===== src/rtl/sdram_arb_pkg.sv =====
// Shared types and default widths for the SDRAM command arbiter.
// The widths match those of the SDRAM controller it feeds.
package sdram_arb_pkg;

    localparam int unsigned SDRAM_ADDR_W = 25;
    localparam int unsigned SDRAM_DATA_W = 16;

    typedef enum logic [0:0] {
        ST_IDLE  = 1'b0,
        ST_ISSUE = 1'b1
    } arb_state_t;

    typedef logic port_idx_t;

endpackage


===== src/rtl/sdram_tag_fifo.sv =====
// In-order FIFO of read-owner tags, one bit wide, any depth.
// Pointers wrap explicitly, so the depth need not be a power of two.
module sdram_tag_fifo
    import sdram_arb_pkg::*;
#(
    parameter int Depth = 10,
    parameter int CntW  = $clog2(Depth + 1)
) (
    input  logic            i_clk,
    input  logic            i_rst_n,
    input  logic            i_push,
    input  port_idx_t       i_push_tag,
    input  logic            i_pop,
    output port_idx_t       o_head,
    output logic [CntW-1:0] o_count,
    output logic            o_empty
);

    localparam int PtrW = (Depth > 1) ? $clog2(Depth) : 1;
    localparam logic [PtrW-1:0] LastPtr  = PtrW'(Depth - 1);
    localparam logic [CntW-1:0] DepthCnt = CntW'(Depth);

    function automatic logic [PtrW-1:0] ptr_inc(input logic [PtrW-1:0] ptr);
        return (ptr == LastPtr) ? {PtrW{1'b0}} : ptr + {{(PtrW-1){1'b0}}, 1'b1};
    endfunction

    port_idx_t       r_mem [Depth];
    logic [PtrW-1:0] r_wr_ptr;
    logic [PtrW-1:0] r_rd_ptr;
    logic [CntW-1:0] r_count;
    logic            w_do_push;
    logic            w_do_pop;

    assign o_empty   = (r_count == {CntW{1'b0}});
    assign w_do_pop  = i_pop && !o_empty;
    // A push into a full FIFO is only honoured if a pop frees a slot in the same cycle.
    assign w_do_push = i_push && ((r_count != DepthCnt) || w_do_pop);
    assign o_head    = r_mem[r_rd_ptr];
    assign o_count   = r_count;

    // Storage, pointers and occupancy.
    always_ff @(posedge i_clk or negedge i_rst_n) begin
        if (!i_rst_n) begin
            for (int i = 0; i < Depth; i++) begin
                r_mem[i] <= 1'b0;
            end
            r_wr_ptr <= {PtrW{1'b0}};
            r_rd_ptr <= {PtrW{1'b0}};
            r_count  <= {CntW{1'b0}};
        end else begin
            if (w_do_push) begin
                r_mem[r_wr_ptr] <= i_push_tag;
                r_wr_ptr        <= ptr_inc(r_wr_ptr);
            end
            if (w_do_pop) begin
                r_rd_ptr <= ptr_inc(r_rd_ptr);
            end
            case ({w_do_push, w_do_pop})
                2'b10:   r_count <= r_count + {{(CntW-1){1'b0}}, 1'b1};
                2'b01:   r_count <= r_count - {{(CntW-1){1'b0}}, 1'b1};
                default: r_count <= r_count;
            endcase
        end
    end

endmodule


===== src/rtl/sdram_arbiter.sv =====
// Round-robin arbiter sharing one SDRAM controller command port between two
// requesters; read data is routed back through an in-order owner-tag FIFO.
module sdram_arbiter
    import sdram_arb_pkg::*;
#(
    parameter int AddrWidth   = SDRAM_ADDR_W,
    parameter int DataWidth   = SDRAM_DATA_W,
    parameter int MaxInflight = 10
) (
    input  logic                               clk,
    input  logic                               rst_,
    input  logic                               p0_cmdTrigger,
    input  logic [AddrWidth-1:0]               p0_cmdAddr,
    input  logic                               p0_cmdWrite,
    input  logic [DataWidth-1:0]               p0_cmdWriteData,
    output logic                               p0_cmdReady,
    output logic [DataWidth-1:0]               p0_readData,
    output logic                               p0_readDataValid,
    input  logic                               p1_cmdTrigger,
    input  logic [AddrWidth-1:0]               p1_cmdAddr,
    input  logic                               p1_cmdWrite,
    input  logic [DataWidth-1:0]               p1_cmdWriteData,
    output logic                               p1_cmdReady,
    output logic [DataWidth-1:0]               p1_readData,
    output logic                               p1_readDataValid,
    output logic                               ctrl_cmdTrigger,
    output logic [AddrWidth-1:0]               ctrl_cmdAddr,
    output logic                               ctrl_cmdWrite,
    output logic [DataWidth-1:0]               ctrl_cmdWriteData,
    input  logic                               ctrl_cmdReady,
    input  logic [DataWidth-1:0]               ctrl_cmdReadData,
    input  logic                               ctrl_cmdReadDataValid,
    output logic                               errUnexpectedRead,
    output logic [$clog2(MaxInflight+1)-1:0]   inflightCount
);

    localparam int CntW = $clog2(MaxInflight + 1);
    localparam logic [CntW:0] MaxCnt = (CntW + 1)'(MaxInflight);

    arb_state_t           r_state, w_state_nxt;
    port_idx_t            r_owner, r_last_grant;
    logic [AddrWidth-1:0] r_addr;
    logic                 r_write;
    logic [DataWidth-1:0] r_wdata;
    logic [1:0]           r_rd_valid;
    logic [DataWidth-1:0] r_rd_data0, r_rd_data1;
    logic                 r_err;

    logic                 w_pend_read, w_room, w_capture, w_accept, w_push, w_pop, w_empty;
    logic [1:0]           w_eligible;
    port_idx_t            w_winner, w_cap_port, w_head;
    logic [CntW-1:0]      w_count;

    // A captured-but-unaccepted read already reserves a FIFO slot.
    assign w_pend_read   = (r_state == ST_ISSUE) && !r_write;
    assign w_room        = ({1'b0, w_count} + {{CntW{1'b0}}, w_pend_read}) < MaxCnt;
    assign w_eligible[0] = p0_cmdTrigger && (p0_cmdWrite || w_room);
    assign w_eligible[1] = p1_cmdTrigger && (p1_cmdWrite || w_room);
    assign w_winner      = (&w_eligible) ? ~r_last_grant : w_eligible[1];

    // State register and captured command.
    always_ff @(posedge clk or negedge rst_) begin
        if (!rst_) begin
            r_state      <= ST_IDLE;
            r_owner      <= 1'b0;
            r_last_grant <= 1'b1;
            r_addr       <= {AddrWidth{1'b0}};
            r_write      <= 1'b0;
            r_wdata      <= {DataWidth{1'b0}};
        end else begin
            r_state <= w_state_nxt;
            if (w_capture) begin
                r_owner      <= w_cap_port;
                r_last_grant <= w_cap_port;
                r_addr       <= w_cap_port ? p1_cmdAddr      : p0_cmdAddr;
                r_write      <= w_cap_port ? p1_cmdWrite     : p0_cmdWrite;
                r_wdata      <= w_cap_port ? p1_cmdWriteData : p0_cmdWriteData;
            end
        end
    end

    // Next state; on accept the other port may be captured back-to-back.
    always_comb begin
        w_state_nxt = r_state;
        w_capture   = 1'b0;
        w_cap_port  = w_winner;
        case (r_state)
            ST_IDLE: begin
                if (|w_eligible) begin
                    w_capture   = 1'b1;
                    w_state_nxt = ST_ISSUE;
                end else begin
                    w_state_nxt = ST_IDLE;
                end
            end
            ST_ISSUE: begin
                if (ctrl_cmdReady) begin
                    if (w_eligible[~r_owner]) begin
                        w_capture   = 1'b1;
                        w_cap_port  = ~r_owner;
                        w_state_nxt = ST_ISSUE;
                    end else begin
                        w_state_nxt = ST_IDLE;
                    end
                end else begin
                    w_state_nxt = ST_ISSUE;
                end
            end
            default: w_state_nxt = ST_IDLE;
        endcase
    end

    // Accept strobes and tag push.
    always_comb begin
        w_accept    = (r_state == ST_ISSUE) && ctrl_cmdReady;
        p0_cmdReady = w_accept && (r_owner == 1'b0);
        p1_cmdReady = w_accept && (r_owner == 1'b1);
        w_push      = w_accept && !r_write;
    end

    assign ctrl_cmdTrigger   = (r_state == ST_ISSUE);
    assign ctrl_cmdAddr      = r_addr;
    assign ctrl_cmdWrite     = r_write;
    assign ctrl_cmdWriteData = r_wdata;

    sdram_tag_fifo #(
        .Depth (MaxInflight),
        .CntW  (CntW)
    ) u_tag_fifo (
        .i_clk      (clk),
        .i_rst_n    (rst_),
        .i_push     (w_push),
        .i_push_tag (r_owner),
        .i_pop      (w_pop),
        .o_head     (w_head),
        .o_count    (w_count),
        .o_empty    (w_empty)
    );

    assign w_pop         = ctrl_cmdReadDataValid && !w_empty;
    assign inflightCount = w_count;

    // Read-data routing and the sticky unexpected-read flag.
    always_ff @(posedge clk or negedge rst_) begin
        if (!rst_) begin
            r_rd_valid <= 2'b00;
            r_rd_data0 <= {DataWidth{1'b0}};
            r_rd_data1 <= {DataWidth{1'b0}};
            r_err      <= 1'b0;
        end else begin
            r_rd_valid <= 2'b00;
            if (w_pop) begin
                r_rd_valid[w_head] <= 1'b1;
                if (w_head) begin
                    r_rd_data1 <= ctrl_cmdReadData;
                end else begin
                    r_rd_data0 <= ctrl_cmdReadData;
                end
            end else if (ctrl_cmdReadDataValid) begin
                r_err <= 1'b1;
            end
        end
    end

    assign p0_readDataValid  = r_rd_valid[0];
    assign p1_readDataValid  = r_rd_valid[1];
    assign p0_readData       = r_rd_data0;
    assign p1_readData       = r_rd_data1;
    assign errUnexpectedRead = r_err;

endmodule


===== config.mk =====
export PLATFORM = sky130hd
export DESIGN_NAME = sdram_arbiter
export DESIGN_NICKNAME = d
export VERILOG_FILES = /design/src/rtl/sdram_arb_pkg.sv /design/src/rtl/sdram_tag_fifo.sv /design/src/rtl/sdram_arbiter.sv
export SDC_FILE = /design/constraint.sdc
export NUM_CORES = 1
export LEC_CHECK = 0
export CAP_MARGIN = 20
export CORE_MARGIN = 2
export CORE_UTILIZATION = 23
export DETAILED_ROUTE_END_ITERATION = 16
export PLACE_DENSITY = 0.48
export SLEW_MARGIN = 20
export SYNTH_ARGS = -nofsm -noshare
export SYNTH_HDL_FRONTEND = slang
export SYNTH_HIERARCHICAL = 1
export SYNTH_SLANG_ARGS = --single-unit

===== constraint.sdc =====
create_clock -name clk -period 2.6 [get_ports clk]
set_input_delay 0.52 -clock clk [delete_from_list [all_inputs] [get_ports clk]]
set_output_delay 0.52 -clock clk [all_outputs]
set_load 0.02 [all_outputs]

# Yosys cells after proc, flatten, opt, wreduce, memory -nomap -nowiden
# Cells that the tools add are included.
# word_totals
ff_bits,102
out_inout_bits,84
# classes
reduce_logical,24
bitwise_logic,7
muxes,27
addsub,5
n_eq_ne,5
magnitude_cmp,7
# op_table
op,n
$mux 25,1
$mux 16,1
$mux 1,15
$add 4x1->4 const B,3
$logic_and 1x1->1,12
$bwmux 10,1
$ge 5x5->1 const B,2
$not 4->5,2
$eq 4x4->1 const B,2
$mux 4,2
$pmux 4 s2,1
$reduce_and 2->1,4
$add 4x1->5,1
$lt 5x1->1 const B,1
$lt 5x4->1 const B,1
$not 1->1,5
$bmux 1 s4,1
$demux 1 s4,1
$logic_not 4->1,1
$lt 1x2->1 const B,2
$ne 4x4->1 const B,1
$pmux 1 s2,2
$sub 4x1->4 const B,1
$logic_or 1x1->1,3
8 further kinds,9

# Longest topological paths before layout
# Gate-level depths: netlist of run 1.
# logic_depth
depth_word,12
mapped_depth,10

# Cells and area by module
# Netlist of run 1, hierarchy kept.
# modules_own_cells
module,n_inst,seq_area_each_um2,cells_per_inst,area_per_inst_um2
sdram_arbiter,1,2003.2,353,3757.4
sdram_tag_fifo,1,550.5,106,1206.2

# Worst setup path after synthesis of run 1
# Ideal clock, no wire load.
# synth_timing
path_kind,register -> register
start,reg u_tag_fifo.r_count[1] (netlist: u_tag_fifo/o_count[1])
end,reg u_tag_fifo.r_count[3] (netlist: u_tag_fifo/o_count[3])
slack_ps,-70
stages_incl_launch_ff,10
t_arrival_ps,2531
cell_sequence,dfrtp_1 nor4_1 nor2b_1 o41ai_4 nor2_2 ha_1 a21o_1 a2111oi_0 a31oi_1 xnor2_1
# synth_between
elab_chain_len,8
# synth_lines
item,line_no,text
"start, declared",sdram_tag_fifo.sv:30,logic [CntW-1:0] r_count;
"start signal, assigned",sdram_tag_fifo.sv:49,r_count <= {CntW{1'b0}};
"start signal, assigned",sdram_tag_fifo.sv:59,"2'b10: r_count <= r_count + {{(CntW-1){1'b0}}, 1'b1};"
"start signal, assigned",sdram_tag_fifo.sv:60,"2'b01: r_count <= r_count - {{(CntW-1){1'b0}}, 1'b1};"
$logic_not 4->1 *,sdram_tag_fifo.sv:34,assign o_empty = (r_count == {CntW{1'b0}});
net w_empty,sdram_arbiter.sv:49,"logic w_pend_read, w_room, w_capture, w_accept, w_push, w_pop, w_empty;"
$logic_not 1->1 *,sdram_arbiter.sv:140,assign w_pop = ctrl_cmdReadDataValid && !w_empty;
$logic_and 1x1->1 *,sdram_arbiter.sv:140,
net w_pop,sdram_arbiter.sv:49,
$logic_and 1x1->1 *,sdram_tag_fifo.sv:35,assign w_do_pop = i_pop && !o_empty;
$logic_or 1x1->1,sdram_tag_fifo.sv:37,assign w_do_push = i_push && ((r_count != DepthCnt) || w_do_pop);
$logic_and 1x1->1,sdram_tag_fifo.sv:37,
$eq 2x1->1 or $eq 2x2->1 (tied branches),sdram_tag_fifo.sv:58,"case ({w_do_push, w_do_pop})"
$pmux 4 s2 or $reduce_bool 2->1 (tied branches),n/a,
# The timed path passes the listed nets; every way through them passes the cells marked *.
# A chain may end at the register's enable or synchronous reset.

# Worst setup path in the final report of run 1
# layout_timing
start,in ctrl_cmdReady
end,out p0_cmdReady
# layout_between
elab_chain_len,2
# layout_lines
item,line_no,text
"start, declared",sdram_arbiter.sv:30,"input logic ctrl_cmdReady,"
$logic_and 1x1->1,sdram_arbiter.sv:115,w_accept = (r_state == ST_ISSUE) && ctrl_cmdReady;
$logic_and 1x1->1,sdram_arbiter.sv:116,p0_cmdReady = w_accept && (r_owner == 1'b0);
"end, declared",sdram_arbiter.sv:16,"output logic p0_cmdReady,"
# Every way passes these cells.

==> reports/results.tsv, run 1 <==
stage	metric	value	unit
placement	pre-CTS WS	-114.7	ps
timing	Max Freq	0.3994	GHz
pwr	pwr dens	1276	nW/um^2
setup_path	Worst Path Max Fanout	2	
global_routing	pin count of the biggest net entering global routing	43	
floorplanning	die height	150.9	um
floorplanning	die area	22770	um^2
clock_network	CTS tree	done	
synthesis	Synth Net Count	569	
route	DR iter-0 viols	189	
pwr	Static Leakage	3.042	nW
cells_and_area	# fillers	2067	
timing	final worst slack	96.04	ps
synthesis	syn avg cell area	10.81	um^2
synthesis	post-synth cell types	55	
floorplanning	Starting Density	23.54	%
timing	Slew @ Worst Pin	489.4	ps
route	drt first pass iters	4	
route	Via density	4.755	
placement	Placer Congestion	0.8005	
synthesis	sequential-to-total area share from yosys stat	51.45	%
route	# DRC	0	
clock_network	# clock sinks	102	
cells_and_area	share of cells above drive strength 1	18.55	%
run	maximum capacitance violations	0	
placement	post-place instance area	7415	um^2
timing	clock skew	8.216	ps
cells_and_area	Layout Area Growth over Synthesis	55.38	%
pwr	Internal Power	5.823	mW
synthesis	Post-synth EDFFs	0	
pwr	Logic pwr share	56.8	%
placement	port buffer count	189	
setup_path	startpoint types	input pin	
timing	Tmin final	2504	ps
setup_path	arrival time at the worst endpoint	1980	ps
synthesis	top cell type by total area after synthesis	dfrtp_1	
cells_and_area	nets@finish	768	
floorplanning	# rows	53	
cells_and_area	cell area after layout	7712	um^2
timing	setup violators final	0	
global_routing	Remaining Overflow, GRT	0	
timing	Slew headroom	67.38	%
clock_network	Num CTS Buffers	9	
run_status	status	finished, final reports clean	
clock_network	CTS root buf	clkbuf_16	
cells_and_area	commonest cells after routing, fill and taps aside	188 x clkdlybuf4s50_1, 98 x dfrtp_1, 52 x nand3_1, 42 x nor3_1, 42 x a31oi_1	
global_routing	All-Layer GR Usage	13.97	%
global_routing	antenna violations before repair	0	
clock_network	worst skew pair latency	350	ps
placement	DP HPWL	11.52	mm
setup_path	Worst EP required	2080	ps
synthesis	Synth warnings	6	
cells_and_area	multi-input logic area	2222	um^2
synthesis	Seq cells post-synth	102	
timing	fin crit share	96.31	%
setup_path	kind of critical path	input pin to primary output	
min_path	path category of the worst min-delay check	input pin to async pin	
cells_and_area	Diodes inserted	0	
pwr	Sequential Power Share	29.9	%
synthesis	synth top area cells	dfrtp_1 51%, mux2_2 9.1%, a31oi_1 5.3%	
synthesis	ys async rst share	100.0	%
clock_network	CTS hold repair buffers	0	
synthesis	synthesized instance count	459	
route	Detail Route Antenna Nets	0	
route	DRT Wirelength	15.63	mm
timing	final hold viol count	0	
timing	RSZ-0062 raised after global routing	false	
clock_network	Setup Fix Bufs, Post-CTS	0	
cells_and_area	Sequential Area	2557	um^2
route	Avg WL per Cell	16.66	um
clock_network	H-tree levels	3	
synthesis	top cell type's share of synthesized area	50.92	%
global_routing	vias in the first global route	4704	
floorplanning	Ports	190	
cells_and_area	most common cell after layout, fill and taps aside	clkdlybuf4s50_1	
route	vias post-DR	4460	
setup_path	CP Capture Type	primary output	
pwr	power share of the clock group	13.3	%
pwr	Max VDD drop	0.5349	mV
synthesis	main flop type after synthesis	dfrtp_1	
floorplanning	total core area	21090	um^2
timing	Final Max Slew Viols	0	
clock_network	clock slew at reported path FFs	70	ps
floorplanning	DIE WIDTH	150.9	um
global_routing	first-pass GRT wire length	24.96	mm
pwr	sw power	4.020	mW
synthesis	synthesized area	4964	um^2
pwr	Switching Share	40.84	%
clock_network	buffer depth of the longest clock path	2	
cell type report:
| type | count | area share [%] |
|---|---|---|
| clock inverters | 6 | 0.6003 |
| inverters | 8 | 0.3894 |
| clock buffers | 10 | 3.099 |
| well taps | 275 | 4.461 |
| repair buffers | 228 | 29.48 |
| flip-flops and latches | 102 | 33.16 |
| multi-input cells | 309 | 28.81 |
kinds of logic (layout without fill, tap and decap cells):
group	Yosys count	count (layout)	synth area share (%)
buffers and inverters	48	252	4.437
multiplexers	52	52	12.38
flip-flops	102	102	51.45
AO/OA/AOI/OAI	113	113	15.55
adder cells (fa/ha/maj)	4	4	1.160
AND/OR/NAND/NOR	133	133	13.79
XOR/XNOR	7	7	1.235
power groups by stage:
| stage | Combinational [mW] | Clock (mW) | Sequential [mW] |
|---|---|---|---|
| 5_1_grt | 6.07 | 1.44 | 3.06 |
| 3_3_place_gp | 5.60 | 0 | 2.93 |
| 3_5_place_dp | 5.65 | 0 | 2.97 |
| 2_1_floorplan | 2.39 | 0 | 3.67 |
| 4_1_cts | 5.67 | 1.36 | 2.95 |
| 6_report | 5.60 | 1.31 | 2.94 |
critical path: stages:
cell and delay (ps):
clkdlybuf4s50_1 500, nand2_1 80, buf_4 140, nor2_1 80, clkdlybuf4s50_1 660
sequential cells by signal, indices dropped and copies added (netlist names), 2 cells and up:
register / count
p1_readData: 16
ctrl_cmdAddr: 25
u_tag_fifo/r_wr_ptr: 4
u_tag_fifo/r_mem: 10
r_rd_valid: 2
u_tag_fifo/o_count: 4
u_tag_fifo/r_rd_ptr: 4
p0_readData: 16
ctrl_cmdWriteData: 16
per-layer routing:
metal / global-route usage, % / routed length, um / part of all wire (%)
met5: 0 / 0 / 0
met4: 3.832 / 189 / 1.2
met3: 4.578 / 1166 / 7.5
met1: 16.98 / 6460 / 41
met2: 23.75 / 7810 / 50
per-stage QoR:
step / total power [mW] / TNS (ps) / util, % / cells / hold slack (ps)
2_1_floorplan: 6.056 / 0 / - / 459 / 224.4
3_3_place_gp: 8.532 / -135.6 / 35.16 / 922 / 437.7
3_5_place_dp: 8.624 / -279.0 / 35.16 / 922 / 461.3
4_1_cts: 9.983 / 0 / 36.53 / 938 / 116.0
5_1_grt: 10.56 / 0 / 36.57 / 938 / 116.7
6_report: 9.844 / 0 / 36.57 / 938 / 107.8
cell usage after synthesis (2+ instances only):
master,instances
o21ai_0,41
nor2_1,10
nor3_1,42
a21boi_0,3
nand2b_1,3
mux2_2,40
o21ai_1,4
inv_1,8
a21o_1,3
a31o_2,2
xnor2_1,6
buf_6,5
clkbuf_1,30
nor2_2,2
a31oi_1,42
mux2_1,7
ha_1,3
nor2b_1,6
nand3_1,52
mux2_4,2
nand2_1,8
buf_2,2
mux4_2,2
buf_1,3
o31a_1,2
nand4_1,2
dfrtp_1,101
final timing paths:
check	from	end	slack (ps)	depth (start not counted)
hold reg to reg	errUnexpectedRead	errUnexpectedRead	470	1
max in group asynchronous	rst_	ctrl_cmdAddr[7]	1820	2
setup / recovery	ctrl_cmdReady	p0_cmdReady	100	5
setup reg to reg	u_tag_fifo/o_count[0]	r_owner	130	8
min in group clk	errUnexpectedRead	errUnexpectedRead	470	1
hold / removal	rst_	p1_readData[0]	110	1
repair_timing:
| action | in CTS | in global routing |
|---|---|---|
| gates resized for setup | 1 | 2 |
| cloned | 0 | 0 |
| endpoints found under the setup margin | 2 | 43 |
| pin swaps | 0 | 0 |
Power figures use the tool's default switching activity.
==> inputs of run 2 (changes only) <==
- SKIP_CTS_REPAIR_TIMING: unset -> 1
==> results of run 2 <==
Final layout, timing and power as in run 1 (identical DEF).
Among the figures that moved: via count of the first global-routing pass 4704 -> 4707; met1 usage 16.98% -> 16.97%; met2 usage 23.75% -> 23.77%
==> inputs of run 3 (changes only) <==
- CAP_MARGIN: 20 -> unset
- SLEW_MARGIN: 20 -> 25
==> results of run 3 <==
Final layout, timing and power as in run 1 (identical DEF).
Among the figures that moved: via count of the first global-routing pass 4704 -> 4707; met1 usage 16.98% -> 16.97%; met2 usage 23.75% -> 23.77%
